==> config.mk <==
export PLATFORM = sky130hd
export DESIGN_NAME = mem_arbiter
export DESIGN_NICKNAME = d
export VERILOG_FILES = /design/src/rtl/risc_pkg.sv /design/src/rtl/mem_lane_align.sv /design/src/rtl/mem_arbiter.sv
export SDC_FILE = /design/constraint.sdc
export NUM_CORES = 1
export LEC_CHECK = 0
export ABC_AREA = 1
export BUFFER_PORTS_ARGS = -buffer_cell sky130_fd_sc_hd__buf_4
export CORE_AREA = 5 5 134 136
export DETAILED_ROUTE_END_ITERATION = 6
export DIE_AREA = 0 0 139 141
export MAX_ROUTING_LAYER = met4
export PLACE_DENSITY = 0.74
export SETUP_SLACK_MARGIN = 0.2
export SYNTH_ARGS = -nofsm -noshare
export SYNTH_HDL_FRONTEND = slang
export SYNTH_HIERARCHICAL = 1
export SYNTH_SLANG_ARGS = --single-unit
==> constraint.sdc <==
create_clock -name clk -period 4.02 [get_ports clk]
set_input_delay 0.402 -clock clk [delete_from_list [all_inputs] [get_ports clk]]
set_output_delay 0.402 -clock clk [all_outputs]
set_load 0.05 [all_outputs]
==> src/rtl/risc_pkg.sv <==
// rtl/risc_pkg.sv - shared types and the misalignment rule for the memory arbiter
package risc_pkg;

    typedef enum logic [1:0] {
        BYTE = 2'd0,
        HALF = 2'd1,
        WORD = 2'd2
    } op_enum_dmem_size;

    typedef enum logic [1:0] {
        ARB_IDLE = 2'd0,
        ARB_REQ  = 2'd1,
        ARB_RESP = 2'd2,
        ARB_DONE = 2'd3
    } arb_state_e;

    typedef enum logic {
        GNT_FETCH = 1'b0,
        GNT_DATA  = 1'b1
    } arb_grant_e;

    function automatic logic is_misaligned(input op_enum_dmem_size size, input logic [1:0] addr_lo);
        case (size)
            HALF:    return addr_lo[0];
            WORD:    return addr_lo != 2'b00;
            default: return 1'b0;
        endcase
    endfunction

endpackage

==> src/rtl/mem_lane_align.sv <==
// rtl/mem_lane_align.sv - byte-lane strobe/write replication and load extraction
module mem_lane_align
    import risc_pkg::*;
(
    input  logic             is_fetch,
    input  op_enum_dmem_size size,
    input  logic [1:0]       addr_lo,
    input  logic             zero_ex,
    input  logic [31:0]      wdata,
    input  logic [31:0]      rdata,
    output logic [3:0]       strb,
    output logic [31:0]      wdata_rep,
    output logic [31:0]      rdata_ext
);

    logic [7:0]  byte_lane;
    logic [15:0] half_lane;

    always_comb begin
        byte_lane = rdata[{addr_lo, 3'b000} +: 8];
        half_lane = rdata[{addr_lo[1], 4'b0000} +: 16];
        strb      = 4'b1111;
        wdata_rep = wdata;
        rdata_ext = rdata;
        // Fetches are always whole-word reads regardless of the data-side size.
        if (!is_fetch) begin
            case (size)
                BYTE: begin
                    strb      = 4'b0001 << addr_lo;
                    wdata_rep = {4{wdata[7:0]}};
                    rdata_ext = {{24{byte_lane[7] & ~zero_ex}}, byte_lane};
                end
                HALF: begin
                    strb      = 4'b0011 << addr_lo;
                    wdata_rep = {2{wdata[15:0]}};
                    rdata_ext = {{16{half_lane[15] & ~zero_ex}}, half_lane};
                end
                default: ;
            endcase
        end
    end

endmodule

==> src/rtl/mem_arbiter.sv <==
// rtl/mem_arbiter.sv - round-robin fetch/data arbiter onto a single memory bus
module mem_arbiter
    import risc_pkg::*;
(
    input  logic             clk,
    input  logic             rst,
    input  logic             if_req,
    input  logic [31:0]      if_addr,
    output logic [31:0]      if_rdata,
    output logic             if_done,
    input  logic             d_req,
    input  logic             d_wr,
    input  op_enum_dmem_size d_size,
    input  logic             d_zero_ex,
    input  logic [31:0]      d_addr,
    input  logic [31:0]      d_wdata,
    output logic [31:0]      d_rdata,
    output logic             d_done,
    output logic             d_err,
    output logic             bus_valid,
    input  logic             bus_ready,
    output logic             bus_wr,
    output logic [31:0]      bus_addr,
    output logic [31:0]      bus_wdata,
    output logic [3:0]       bus_strb,
    input  logic             bus_rvalid,
    input  logic [31:0]      bus_rdata,
    output logic             stall
);

    arb_state_e       state_q, state_d;
    arb_grant_e       last_grant_q, last_grant_d;
    op_enum_dmem_size size_q, size_d;
    logic             zero_ex_q, zero_ex_d;
    logic [1:0]       addr_lo_q, addr_lo_d;
    logic             bus_valid_q, bus_valid_d;
    logic             bus_wr_q, bus_wr_d;
    logic [31:0]      bus_addr_q, bus_addr_d;
    logic [31:0]      bus_wdata_q, bus_wdata_d;
    logic [3:0]       bus_strb_q, bus_strb_d;
    logic             if_done_q, if_done_d;
    logic             d_done_q, d_done_d;
    logic             d_err_q, d_err_d;
    logic [31:0]      if_rdata_q, if_rdata_d;
    logic [31:0]      d_rdata_q, d_rdata_d;

    logic             pick_data;
    logic             d_mis;
    logic             is_idle;
    logic             al_is_fetch;
    op_enum_dmem_size al_size;
    logic [1:0]       al_addr_lo;
    logic [3:0]       al_strb;
    logic [31:0]      al_wdata;
    logic [31:0]      al_rdata;

    // Data wins a tie only when fetch held the previous grant.
    assign pick_data = d_req & (~if_req | (last_grant_q == GNT_FETCH));
    assign d_mis     = is_misaligned(d_size, d_addr[1:0]);
    assign is_idle   = (state_q == ARB_IDLE);

    // One aligner serves both phases: live operands while granting, latched ones while reading back.
    assign al_is_fetch = is_idle ? ~pick_data : (last_grant_q == GNT_FETCH);
    assign al_size     = is_idle ? d_size : size_q;
    assign al_addr_lo  = is_idle ? d_addr[1:0] : addr_lo_q;

    mem_lane_align u_lane_align (
        .is_fetch  (al_is_fetch),
        .size      (al_size),
        .addr_lo   (al_addr_lo),
        .zero_ex   (zero_ex_q),
        .wdata     (d_wdata),
        .rdata     (bus_rdata),
        .strb      (al_strb),
        .wdata_rep (al_wdata),
        .rdata_ext (al_rdata)
    );

    always_comb begin
        state_d      = state_q;
        last_grant_d = last_grant_q;
        size_d       = size_q;
        zero_ex_d    = zero_ex_q;
        addr_lo_d    = addr_lo_q;
        bus_valid_d  = bus_valid_q;
        bus_wr_d     = bus_wr_q;
        bus_addr_d   = bus_addr_q;
        bus_wdata_d  = bus_wdata_q;
        bus_strb_d   = bus_strb_q;
        if_rdata_d   = if_rdata_q;
        d_rdata_d    = d_rdata_q;
        if_done_d    = 1'b0;
        d_done_d     = 1'b0;
        d_err_d      = 1'b0;

        case (state_q)
            ARB_IDLE: begin
                if (if_req | d_req) begin
                    if (pick_data) begin
                        last_grant_d = GNT_DATA;
                        if (d_mis) begin
                            state_d  = ARB_DONE;
                            d_done_d = 1'b1;
                            d_err_d  = 1'b1;
                        end else begin
                            state_d     = ARB_REQ;
                            size_d      = d_size;
                            zero_ex_d   = d_zero_ex;
                            addr_lo_d   = d_addr[1:0];
                            bus_valid_d = 1'b1;
                            bus_wr_d    = d_wr;
                            bus_addr_d  = {d_addr[31:2], 2'b00};
                            bus_wdata_d = al_wdata;
                            bus_strb_d  = al_strb;
                        end
                    end else begin
                        last_grant_d = GNT_FETCH;
                        state_d      = ARB_REQ;
                        size_d       = WORD;
                        zero_ex_d    = 1'b0;
                        addr_lo_d    = 2'b00;
                        bus_valid_d  = 1'b1;
                        bus_wr_d     = 1'b0;
                        bus_addr_d   = if_addr & 32'hFFFF_FFFC;
                        bus_wdata_d  = 32'h0;
                        bus_strb_d   = 4'b1111;
                    end
                end
            end
            ARB_REQ: begin
                if (bus_ready) begin
                    bus_valid_d = 1'b0;
                    if (bus_wr_q) begin
                        state_d  = ARB_DONE;
                        d_done_d = 1'b1;
                    end else begin
                        state_d = ARB_RESP;
                    end
                end
            end
            ARB_RESP: begin
                if (bus_rvalid) begin
                    state_d = ARB_DONE;
                    if (last_grant_q == GNT_DATA) begin
                        d_rdata_d = al_rdata;
                        d_done_d  = 1'b1;
                    end else begin
                        if_rdata_d = al_rdata;
                        if_done_d  = 1'b1;
                    end
                end
            end
            default: begin
                state_d = ARB_IDLE;
            end
        endcase
    end

    always_ff @(posedge clk or posedge rst) begin
        if (rst) begin
            state_q      <= ARB_IDLE;
            last_grant_q <= GNT_FETCH;
            size_q       <= BYTE;
            zero_ex_q    <= 1'b0;
            addr_lo_q    <= 2'b00;
            bus_valid_q  <= 1'b0;
            bus_wr_q     <= 1'b0;
            bus_addr_q   <= 32'h0;
            bus_wdata_q  <= 32'h0;
            bus_strb_q   <= 4'h0;
            if_rdata_q   <= 32'h0;
            d_rdata_q    <= 32'h0;
            if_done_q    <= 1'b0;
            d_done_q     <= 1'b0;
            d_err_q      <= 1'b0;
        end else begin
            state_q      <= state_d;
            last_grant_q <= last_grant_d;
            size_q       <= size_d;
            zero_ex_q    <= zero_ex_d;
            addr_lo_q    <= addr_lo_d;
            bus_valid_q  <= bus_valid_d;
            bus_wr_q     <= bus_wr_d;
            bus_addr_q   <= bus_addr_d;
            bus_wdata_q  <= bus_wdata_d;
            bus_strb_q   <= bus_strb_d;
            if_rdata_q   <= if_rdata_d;
            d_rdata_q    <= d_rdata_d;
            if_done_q    <= if_done_d;
            d_done_q     <= d_done_d;
            d_err_q      <= d_err_d;
        end
    end

    assign if_rdata  = if_rdata_q;
    assign if_done   = if_done_q;
    assign d_rdata   = d_rdata_q;
    assign d_done    = d_done_q;
    assign d_err     = d_err_q;
    assign bus_valid = bus_valid_q;
    assign bus_wr    = bus_wr_q;
    assign bus_addr  = bus_addr_q;
    assign bus_wdata = bus_wdata_q;
    assign bus_strb  = bus_strb_q;
    assign stall     = (if_req & ~if_done_q) | (d_req & ~d_done_q);

endmodule

* Word level (Yosys, flattened, before mapping)
Index checks and enable logic that the tools add are counted.
** Operators by class
- Equality and inequality tests :: 10
- Shifts and indexed selects :: 4
- Multiplexer cells :: 49
- Bitwise logic cells :: 14
- Reductions and logical operators :: 10
** Operators with widths (count)
- 2-to-1 mux 32 bit :: 6
- one-hot mux 32 bit (2 select lines) :: 2
- variable part select 32 x 6 -> 16 bit :: 1
- variable part select 32 x 6 -> 8 bit :: 1
- 2-to-1 mux 1 bit :: 22
- 2-to-1 mux 2 bit :: 11
- 2-to-1 mux 4 bit :: 3
- AND reduction 3 bit :: 4
- one-hot mux 4 bit (2 select lines) :: 1
- == test 2 x 1 -> 1 bit, second input constant :: 3
- != test 2 bit, second input constant :: 3
- NOT 1 bit :: 6
- one-hot mux 2 bit (3 select lines) :: 1
- bitwise AND 1 bit :: 5
- == test 2 bit, second input constant :: 2
- zero test 2 bit :: 2
- one-hot mux 1 bit (2 select lines) :: 2
- AND reduction 4 bit :: 1
- nonzero test 2 bit :: 2
- left shift 1 x 2 -> 4 bit, first input constant :: 1
- left shift 2 x 2 -> 4 bit, first input constant :: 1
- != test 3 bit, second input constant :: 1
- OR 1 bit :: 3
- one-hot mux 1 bit (3 select lines) :: 1
- 2 further kinds :: 2
** Storage, ports and cells
- Bits in registers :: 145

* Depth between registers and ports, before layout
- Depth in word-level cells :: 8
- Gate-level depth with buffers :: 17
- Gate-level depth less buffers :: 16

* Cells and area by module
The synthesis kept the hierarchy.
** By module, submodules not included
- mem_arbiter :: instances 1, cells each 725, area each 6052.1 um^2
- mem_lane_align :: instances 1, cells each 291, area each 1227.4 um^2

* Worst setup path before layout
Ideal clock, no wire load.
- Path type :: register to register
- From :: reg state_q[0]
- To :: reg d_rdata_q[16] (netlist: d_rdata[16])
- Setup time :: 0.083 ns
- Data arrival time :: 2.130 ns
- Slack :: 1.807 ns
- Cell stages (with the launch flop) :: 15
- Buffers on the path :: 3
- Period minus slack after synthesis :: 2.213 ns
- Cells stage by stage :: dfrtp_1 inv_1 ha_1 nand2_1 inv_1 buf_4 buf_2 a21oi_1 nor2_2 inv_2 clkbuf_1 nand2_1 nand2_1 inv_1 o21ai_0
** Between the ends
- Elaborated cells between the ends (all ways) :: 14
- Those cells by class :: eq/ne (2); shift (2); mux (5); bitwise (2); reduce/logical (3)
** RTL lines
- start, declared :: RTL line mem_arbiter.sv:31 : arb_state_e state_q, state_d;
- start signal, assigned :: RTL line mem_arbiter.sv:177 : state_q <= state_d;
- zero test 2 bit :: RTL line mem_arbiter.sv:60 : assign is_idle = (state_q == ARB_IDLE);
- 2-to-1 mux 1 bit :: RTL line mem_arbiter.sv:63 : assign al_is_fetch = is_idle ? ~pick_data : (last_grant_q == GNT_FETCH);
- via al_is_fetch :: RTL line mem_arbiter.sv:50 : logic al_is_fetch;
- 2-to-1 mux 32 bit :: RTL line mem_lane_align.sv:26 : if (!is_fetch) begin
- via al_rdata[16] :: RTL line mem_arbiter.sv:55 : logic [31:0] al_rdata;
- end signal, assigned :: RTL line mem_arbiter.sv:188 : d_rdata_q <= d_rdata_d;
- end, declared :: RTL line mem_arbiter.sv:45 : logic [31:0] d_rdata_q, d_rdata_d;
The timed path passes the listed nets, and every way through them passes these cells.
A chain may end at the register's enable or synchronous reset.

* Worst setup path after layout
- From :: reg state_q[0]
- To :: reg if_rdata_q[31] (netlist: if_rdata[31])
** Between the ends
- Elaborated cells between the ends (all ways) :: 14
- Those cells by class :: eq/ne (2); shift (2); mux (5); bitwise (2); reduce/logical (3)
** RTL lines
- zero test 2 bit * :: RTL line mem_arbiter.sv:60
- 2-to-1 mux 2 bit * :: RTL line mem_arbiter.sv:64 : assign al_size = is_idle ? d_size : size_q;
- via al_size[0] :: RTL line mem_arbiter.sv:51 : op_enum_dmem_size al_size;
- == test 2 x 1 -> 1 bit or zero test 2 bit (tied branches) :: RTL line mem_lane_align.sv:27 : case (size)
- one-hot mux 32 bit (2 select lines) * :: RTL line mem_lane_align.sv:27
- 2-to-1 mux 32 bit * :: RTL line mem_lane_align.sv:26
- via al_rdata[31] :: RTL line mem_arbiter.sv:55
- end signal, assigned :: RTL line mem_arbiter.sv:187 : if_rdata_q <= if_rdata_d;
- end, declared :: RTL line mem_arbiter.sv:44 : logic [31:0] if_rdata_q, if_rdata_d;
Mark *: on every way through the listed nets, which the timed path passes. The rest lies on a longest branch.

==> qor.csv <==
metric;value;unit
outcome;completed;
path_clk_slew;0.06;ns
post_cts_buffers;0;
synth_edf_count;0;
coreArea;16820;µm²
synth_cells;1016;
fill_cells;1614;
wl_per_cell;15.16;µm
cts_resized;0;
skew;0.005566;ns
dpl.cell_count;1459;
cts_hold_buf;0;
num_rows;48;
p_sw_share;52.06;%
holdCritPathClass;primary input to asynchronous set/reset pin;
setup_viol_count_final;0;
crit_fanout;16;
ys_ff_latch;143;
grt_pass1_wl;35720;µm
first_pass_iters;5;
synth_ff_type;dfrtp_1;
rsz0062_at_grt;false;
seqPwrFrac;25.6;%
synthArstFlopShare;100.0;%
cp_common_cell;nand2_1;
final_util;59.17;%
cts_num_sinks;143;
critical_path_required;4.31;ns
p_int;4597;µW
slew_violations;0;
start_util;43.29;%
track_usage;23.41;%
setup_slack;0.8880;ns
drtAntennaViolNets;0;
grt_pass1_vias;7018;
root_buffer;clkbuf_16;
max_freq;319.3;MHz
hold_viol;0;
yosys_warnings;6;
final_cells;1489;
antenna_found_initial;0;
crit_chain;inv_1 > ha_1 > inv_2 > o21ai_0 > nand2_1 > inv_2 > nand2_1 > nand2_1 > nand3_2 > nand2_1 > inv_1 > o21ai_0;
die_x;139;µm
cts_buffers;17;
max_stage_delay;0.44;ns
fin_crit;3.132;ns
arrival;3.42;ns
grt_remaining_overflow;0;
wl;22580;µm
drive_gt1_share;26.11;%
syn2layout_area_growth;36.70;%
die_h;141;µm
cap_violations;0;
viasPerCell;4.829;
place_ws;0.9005;ns
setup_tns;0;ns
drt_iter0_drc;485;
syn_area_per_cell;7.165;µm²
fin_crit_sh;77.91;%
ys_seq_area_share;49.16;%
switchingPower;4993;µW
clkLatencyLatePin;0.41;ns
netlist_area;7279;µm²
gp_congestion;0.9025;
p_comb_share;57.8;%
nets;1397;
ios;276;
drc_errors;0;
cp-end-kind;flip-flop;
power_frac_clock;16.6;%
max_slew_margin;25.82;%
synth_cell_types;25;
grt_max_degree;71;
die-area;19600;µm²
power.leakage;0.005775;µW
p_per_area;963.8;nW/µm²
tightest_slew;1.111;ns
portBuffers;271;
ir_drop;499.3;µV
clock_path_buffers;2;
htreeDepth;4;
cts_tree;built;
dp_hpwl;16870;µm
crit_type;flip-flop to flip-flop;
cp-start-kind;flip-flop;
vias;7191;
critPathSlowestCell;nand2_1;
insertedDiodeCount;0;
==> cell usage in the layout, fill, tap and decap left out, drive strengths merged <==
master and n:
nand2 518, buf 280, dfrtp 143, o21ai 113, inv 83, nand3 50
clkbuf 20, nor2 18, a21oi 13, ha 6, clkinv 6, o22ai 3
bufinv 3, or2 2, clkinvlp 2, conb 2, a31o 1, nand4 1
==> per-stage QoR <==
step	hold slack (ns)	power [µW]	area, µm²
finish	0.1435	9590	9951
global placement	0.4535	7931	9355
floorplan	0.4419	6366	7287
detailed placement	0.4587	8038	9355
CTS	0.1642	9652	9951
global route	0.2068	10220	9951
==> synth_stat cells, types with 2 or more instances <==
master | number | share of area, %
ha_1 | 6 | 1.0
inv_1 | 76 | 3.9
nand2_1 | 517 | 27
o22ai_1 | 3 | 0.26
inv_2 | 8 | 0.41
dfrtp_1 | 143 | 49
nor2_1 | 15 | 0.77
buf_6 | 2 | 0.31
a21oi_1 | 12 | 0.83
or2_2 | 2 | 0.17
nor2_2 | 3 | 0.26
buf_4 | 14 | 1.4
buf_2 | 26 | 1.8
clkbuf_1 | 20 | 1.0
nand3_1 | 49 | 3.4
o21ai_0 | 110 | 7.6
o21ai_1 | 2 | 0.14
==> worst paths after layout <==
path | from | to | slack, ns | cells after the start
min in group clk | d_wr | bus_wr | 0.23 | 3
min reg2reg | bus_wdata[10] | bus_wdata[10] | 0.47 | 2
max in group asynchronous | rst | bus_wdata[22] | 2.90 | 3
max | state_q[0] | if_rdata[31] | 0.89 | 12
min | rst | d_rdata[26] | 0.14 | 2
max reg2reg | state_q[0] | if_rdata[31] | 0.89 | 12
==> flip-flops by register name (all words and copies together), names as in the netlist, 2 cells and up <==
| signal | count |
|---|---|
| addr_lo_q | 2 |
| bus_addr | 30 |
| bus_strb | 4 |
| bus_wdata | 32 |
| d_rdata | 32 |
| if_rdata | 32 |
| size_q | 2 |
| state_q | 2 |
==> worst max-delay path, delay by kind of cell, from the launching register on <==
family          cells  cell delay (ns)
fa+ha+maj           1             0.30
simple gates        5             1.12
flops               1             0.41
buf+inv             4             0.59
compound gates      2             0.59
==> logic make-up (layout without fill, tap and decap cells) <==
kind of cell | count (synthesis) | after routing | synth area share [%]
adders and majority gates | 6 | 6 | 1.031
DFF | 143 | 143 | 49.16
buffers and inverters | 147 | 394 | 8.972
other | 1 | 2 | 0.05151
AOI/OAI and AO/OA | 130 | 130 | 9.247
and+or+nand+nor | 589 | 589 | 31.54
==> layer usage <==
metal	GRT usage, %	vias to the layer above	wire length (µm)
met4	8.599	0	601
li1	-	3589	-
met1	27.85	3284	9281
met5	-	-	0
met3	7.293	41	2072
met2	37.71	277	10620
==> power groups by stage <==
stage	clock [µW]	combinational, µW	sequential, µW
2_1_floorplan	0	1940	4430
3_3_place_gp	0	5480	2450
3_5_place_dp	0	5580	2460
4_1_cts	1610	5580	2460
5_1_grt	1680	6010	2540
6_report	1590	5550	2450
==> cell type report <==
type | count | area, µm² | share of cell area (%)
multi-input combinational | 727 | 3062 | 30.77
inverter | 84 | 319.1 | 3.206
timing repair buffer | 280 | 2115 | 21.25
clock buffer | 20 | 456.7 | 4.589
tap | 225 | 281.5 | 2.829
clock inverter | 10 | 138.9 | 1.396
sequential | 143 | 3578 | 35.96
Note: power is estimated with default switching activity, not from simulation.
